## config.mk

```make
export PLATFORM = sky130hd
export DESIGN_NAME = mux_nx_reg
export DESIGN_NICKNAME = d
export VERILOG_FILES = /design/src/rtl/mux_nx_reg.sv
export SDC_FILE = /design/constraint.sdc
export NUM_CORES = 1
export LEC_CHECK = 0
export ABC_AREA = 1
export CAP_MARGIN = 25
export CORE_MARGIN = 10
export CORE_UTILIZATION = 33
export CTS_CLUSTER_DIAMETER = 80
export DETAILED_ROUTE_END_ITERATION = 16
export GPL_TIMING_DRIVEN = 0
export PLACE_DENSITY = 0.74
export SYNTH_ARGS = -nofsm -noshare
export SYNTH_HDL_FRONTEND = slang
export SYNTH_SLANG_ARGS = --single-unit
```

## constraint.sdc

```tcl
create_clock -name clk -period 1.57 [get_ports clk]
set_clock_uncertainty 0.15 [all_clocks]
set_input_delay 0.314 -clock clk [delete_from_list [all_inputs] [get_ports clk]]
set_output_delay 0.314 -clock clk [all_outputs]
set_load 0.02 [all_outputs]
```

## src/rtl/mux_nx_reg.sv

```systemverilog
// Registered N-channel, W-bit selector with latched manual select and auto-scan.
// Define MUX_HOLD_EN to add a hold input that freezes the datapath, select and dwell count.
module mux_nx_reg #(
  parameter int unsigned WIDTH    = 8,
  parameter int unsigned CHANNELS = 8,
  parameter int unsigned SEL_W    = 3,
  parameter int unsigned DWELL    = 4
) (
  input  logic                      clk,
  input  logic                      rst,
`ifdef MUX_HOLD_EN
  input  logic                      hold,
`endif
  input  logic [CHANNELS*WIDTH-1:0] in_bus,
  input  logic [SEL_W-1:0]          sel,
  input  logic                      load,
  input  logic                      mode,
  output logic [WIDTH-1:0]          out_data,
  output logic                      out_valid,
  output logic [SEL_W-1:0]          cur_sel,
  output logic                      sel_err,
  output logic                      scan_wrap
);

  localparam int unsigned CNT_W = (DWELL > 1) ? $clog2(DWELL) : 1;
  localparam logic [CNT_W-1:0] CNT_LAST  = CNT_W'(DWELL - 1);
  localparam logic [SEL_W-1:0] SEL_LAST  = SEL_W'(CHANNELS - 1);
  // One extra bit so CHANNELS == 2**SEL_W is representable.
  localparam logic [SEL_W:0]   SEL_LIMIT = (SEL_W + 1)'(CHANNELS);

  typedef enum logic [1:0] {IDLE, MANUAL, SCAN} state_t;

  state_t           state, state_nxt;
  logic [CNT_W-1:0] cnt, cnt_nxt;
  logic [SEL_W-1:0] sel_nxt;
  logic [WIDTH-1:0] data_nxt;
  logic             valid_nxt, err_nxt, wrap_nxt;
  logic             frz;

`ifdef MUX_HOLD_EN
  assign frz = hold;
`else
  assign frz = 1'b0;
`endif

  // State register and all registered outputs.
  always_ff @(posedge clk or posedge rst) begin
    if (rst) begin
      state     <= IDLE;
      cnt       <= '0;
      cur_sel   <= '0;
      out_data  <= '0;
      out_valid <= 1'b0;
      sel_err   <= 1'b0;
      scan_wrap <= 1'b0;
    end else begin
      state     <= state_nxt;
      cnt       <= cnt_nxt;
      cur_sel   <= sel_nxt;
      out_data  <= data_nxt;
      out_valid <= valid_nxt;
      sel_err   <= err_nxt;
      scan_wrap <= wrap_nxt;
    end
  end

  // Next-state, select, dwell and output logic.
  always_comb begin
    state_nxt = state;
    cnt_nxt   = cnt;
    sel_nxt   = cur_sel;
    data_nxt  = out_data;
    valid_nxt = out_valid;
    err_nxt   = 1'b0;
    wrap_nxt  = 1'b0;

    unique case (state)
      IDLE:    state_nxt = mode ? SCAN : MANUAL;
      MANUAL:  state_nxt = mode ? SCAN : MANUAL;
      SCAN:    state_nxt = mode ? SCAN : MANUAL;
      default: state_nxt = IDLE;
    endcase

    if (!frz) begin
      data_nxt = in_bus[cur_sel*WIDTH +: WIDTH];
      // Counter is cleared on any edge that is not a scan step, covering entry and exit.
      cnt_nxt  = '0;
      if (state == MANUAL && !mode && load) begin
        if ({1'b0, sel} >= SEL_LIMIT) err_nxt = 1'b1;
        else                          sel_nxt = sel;
      end else if (state == SCAN && mode) begin
        if (cnt == CNT_LAST) begin
          wrap_nxt = (cur_sel == SEL_LAST);
          sel_nxt  = (cur_sel == SEL_LAST) ? '0 : cur_sel + 1'b1;
        end else begin
          cnt_nxt = cnt + 1'b1;
        end
      end
      // Data lags cur_sel by one edge, so a select change costs one invalid cycle.
      valid_nxt = (state != IDLE) && (sel_nxt == cur_sel);
    end
  end

endmodule

```

==> impl_metrics.ini <==
[critical_path]
cp.arrival_ps = 1670
startpoint_type = register
cp_max_fo = 3
reg2reg_slack_ps = -100
slowest_stage = dfrtp_2
worst_setup_path_end_kind = register
slowest_delay_ps = 440
crit_path_frequent_cell = nand2_1
required_ps = 1570
crit_type = reg2reg
cp_cell_sequence = ha_4, ha_4, inv_2, nand2_2, nand2_1, nand2_1, nand2_1, nand2_1, nand3_1, nand2_1, clkinv_2, nand2_2, nor2_2

[die]
design.core.area_mm2 = 0.00377
die_x_um = 83.4
rows = 22
start_util_pct = 35.2
die-area_mm2 = 0.00695
io_pins = 85
die_h_um = 83.4

[clocking]
numCtsBuffers = 3
clk_pin_slew_worst_paths_ps = 70
cts_setup_buffers = 0
htreeDepth = 1
cts_hold_buf = 0
clk_latency_ps = 250
root_buffer = clkbuf_8
cts_sinks = 17
cts_tree = done
clockBufferDepth = 2

[final_layout]
final_layout_size_suffix_gt1_share_pct = 13.4
final_common_cell = clkdlybuf4s50_1
final_util_pct = 62.1
synthToLayoutAreaGrowth_pct = 76.6
mostFrequentLayoutCells = clkdlybuf4s50_1 (69), nand2_1 (41), nor2_1 (36)
num-nets-final = 367
diodes = 0
nFillCells = 346

[pwr]
leakage_nw = 1.06
ir_worst_vdd_mv = 0.419
power_density_mw_per_mm2 = 1020

[min_path]
hold_class = reg2reg

[sta]
timing.hold.ws_ps = 292
finalWorstSetupSlack_ps = -103
rsz0062_at_grt = true
min_period_over_period_pct = 107
fmax_mhz = 598
min_period_ps = 1670
drv_slew = 0
setup_viol = 1
tightest_slew_ps = 677
finalHoldViolCount = 0
relSlewSlack_pct = 54.8

[place]
dp_hpwl_mm = 4.26
io_buffers = 83
finalWeightedCongestion = 0.858

[logic_synthesis]
synth_compound_area_share_pct = 20.6
yosysSeqAreaShare_pct = 32.1
yosys.area_share.adder_pct = 2.83
synth_area_mm2 = 0.00133
yosysWarnings = 0
syn-instance-count = 205
ys_types = 27
synth.area.mux_share_pct = 0
yosys.area_share.simple_pct = 35.3
synth_top_cell_area_share_pct = 32.1
synth_fp_nets = 279
synth_area_leaders = dfrtp_1 (32%), nand2_1 (12%), o21ai_0 (12%), nor2_1 (10%), o22ai_1 (7.5%)
synth_xor_area_share_pct = 0
avgSynthCellArea_um2 = 6.47
synth_area_leader_cell = dfrtp_1
synth_top_family_by_area = simple AND/OR/NAND/NOR gates
ys_ff_latch = 17

[global_route]
grt_pass1_wl_mm = 8.46
grtUsageMet1_pct = 15.5
met3_usage_pct = 3.61
overflow = 0
grtUsageMet2_pct = 25.6
grt_pass1_vias = 1769
grt_max_degree = 18
antenna_found_initial = 0
grt_busiest_layer = met2
grt_util_all_layers_pct = 14.3

[route]
dr_total_vias = 1731
drt_iter0_markers = 128
vias_per_cell = 5.09
routed_wl_mm = 5.22
firstDrtPassIters = 4
drc = 0
ant_nets = 0
post_drt_wl_per_cell_um = 15.4

[outcome]
status = finished, violations left
violations = negative setup slack

[run]
maxCapViolations = 0
what timing repair did:
item,CTS,global route
endpoints found under the setup margin,23,9
gates resized for setup,29,17
pin swaps,4,5
worst paths after layout:
path                               end  depth (start not counted)        from
min reg2reg                     cnt[0]                          1      cnt[0]
min in group asynchronous  out_data[6]                          2         rst
min                             cnt[0]                          1      cnt[0]
max reg2reg                  out_valid                         13  cur_sel[1]
max                          out_valid                         13  cur_sel[1]
max in group asynchronous   cur_sel[1]                          2         rst
worst max-delay path, delay by kind of cell (launching register included):
kind | cells | cell delay [ps]
fa+ha+maj | 2 | 420
buf+inv | 2 | 90
flops | 1 | 440
simple gates | 9 | 480
power breakdown:
group          internal, mW  switching [mW]
clock                 0.180           0.152
sequential            0.557          0.0483
combinational         0.629           0.829
total                  1.37            1.03
registers in the layout, indices dropped and copies added, names as in the netlist:
signal / flops
cnt: 2
scan_wrap: 1
cur_sel: 3
state: 2
out_valid: 1
out_data: 8
routing by layer:
metal  share of wire [%]  wire (um)
met5                   0          0
met4                 2.7        140
met3                 7.8        408
met2                  50       2640
met1                  39       2040
layout make-up:
class                      count  area [um2]  area share (%)
timing repair buffer          83         813            34.7
inverter                      12        48.8            2.08
sequential                    17         428            18.3
tap                           48        60.1            2.56
clock buffer                   4        45.0            1.92
buffer                        15         108            4.59
multi-input combinational    161         840            35.8
stage by stage:
step | setup TNS, ps | power, mW | instance area, um2 | setup WS (ps) | instances
2_1_floorplan | -54.3 | 1.45 | 1350 | -54.3 | 205
3_3_place_gp | -2090 | 2.06 | 2240 | -444 | 336
3_5_place_dp | -2050 | 2.07 | 2240 | -454 | 336
4_1_cts | -93.0 | 2.35 | 2300 | -93.0 | 340
5_1_grt | -513 | 2.60 | 2340 | -224 | 340
6_report | -103 | 2.39 | 2340 | -103 | 340
kinds of logic after synthesis:
group | after synthesis
AOI/OAI and AO/OA | 50
adders and majority gates | 3
buffers and inverters | 27
DFF | 17
other | 1
and+or+nand+nor | 107
synthesized netlist by cell type:
cell type and instances:
nor2_2 1, or2_0 1, clkbuf_2 1, buf_4 1
ha_1 3, inv_1 11, or2_2 2, clkbuf_4 1
nor3_1 1, or2_1 1, clkinv_1 1, nand3_2 2
nand2_1 43, conb_1 1, dfrtp_1 17, a21boi_0 1
nand2_4 1, nand3_1 14, o21ai_0 32, nor2_4 1
buf_2 7, nand4_1 2, nor2_1 37, nand2_2 1
o22ai_1 16, clkbuf_1 5, a21oi_1 1
No activity file was read; power rests on OpenSTA's default activity.
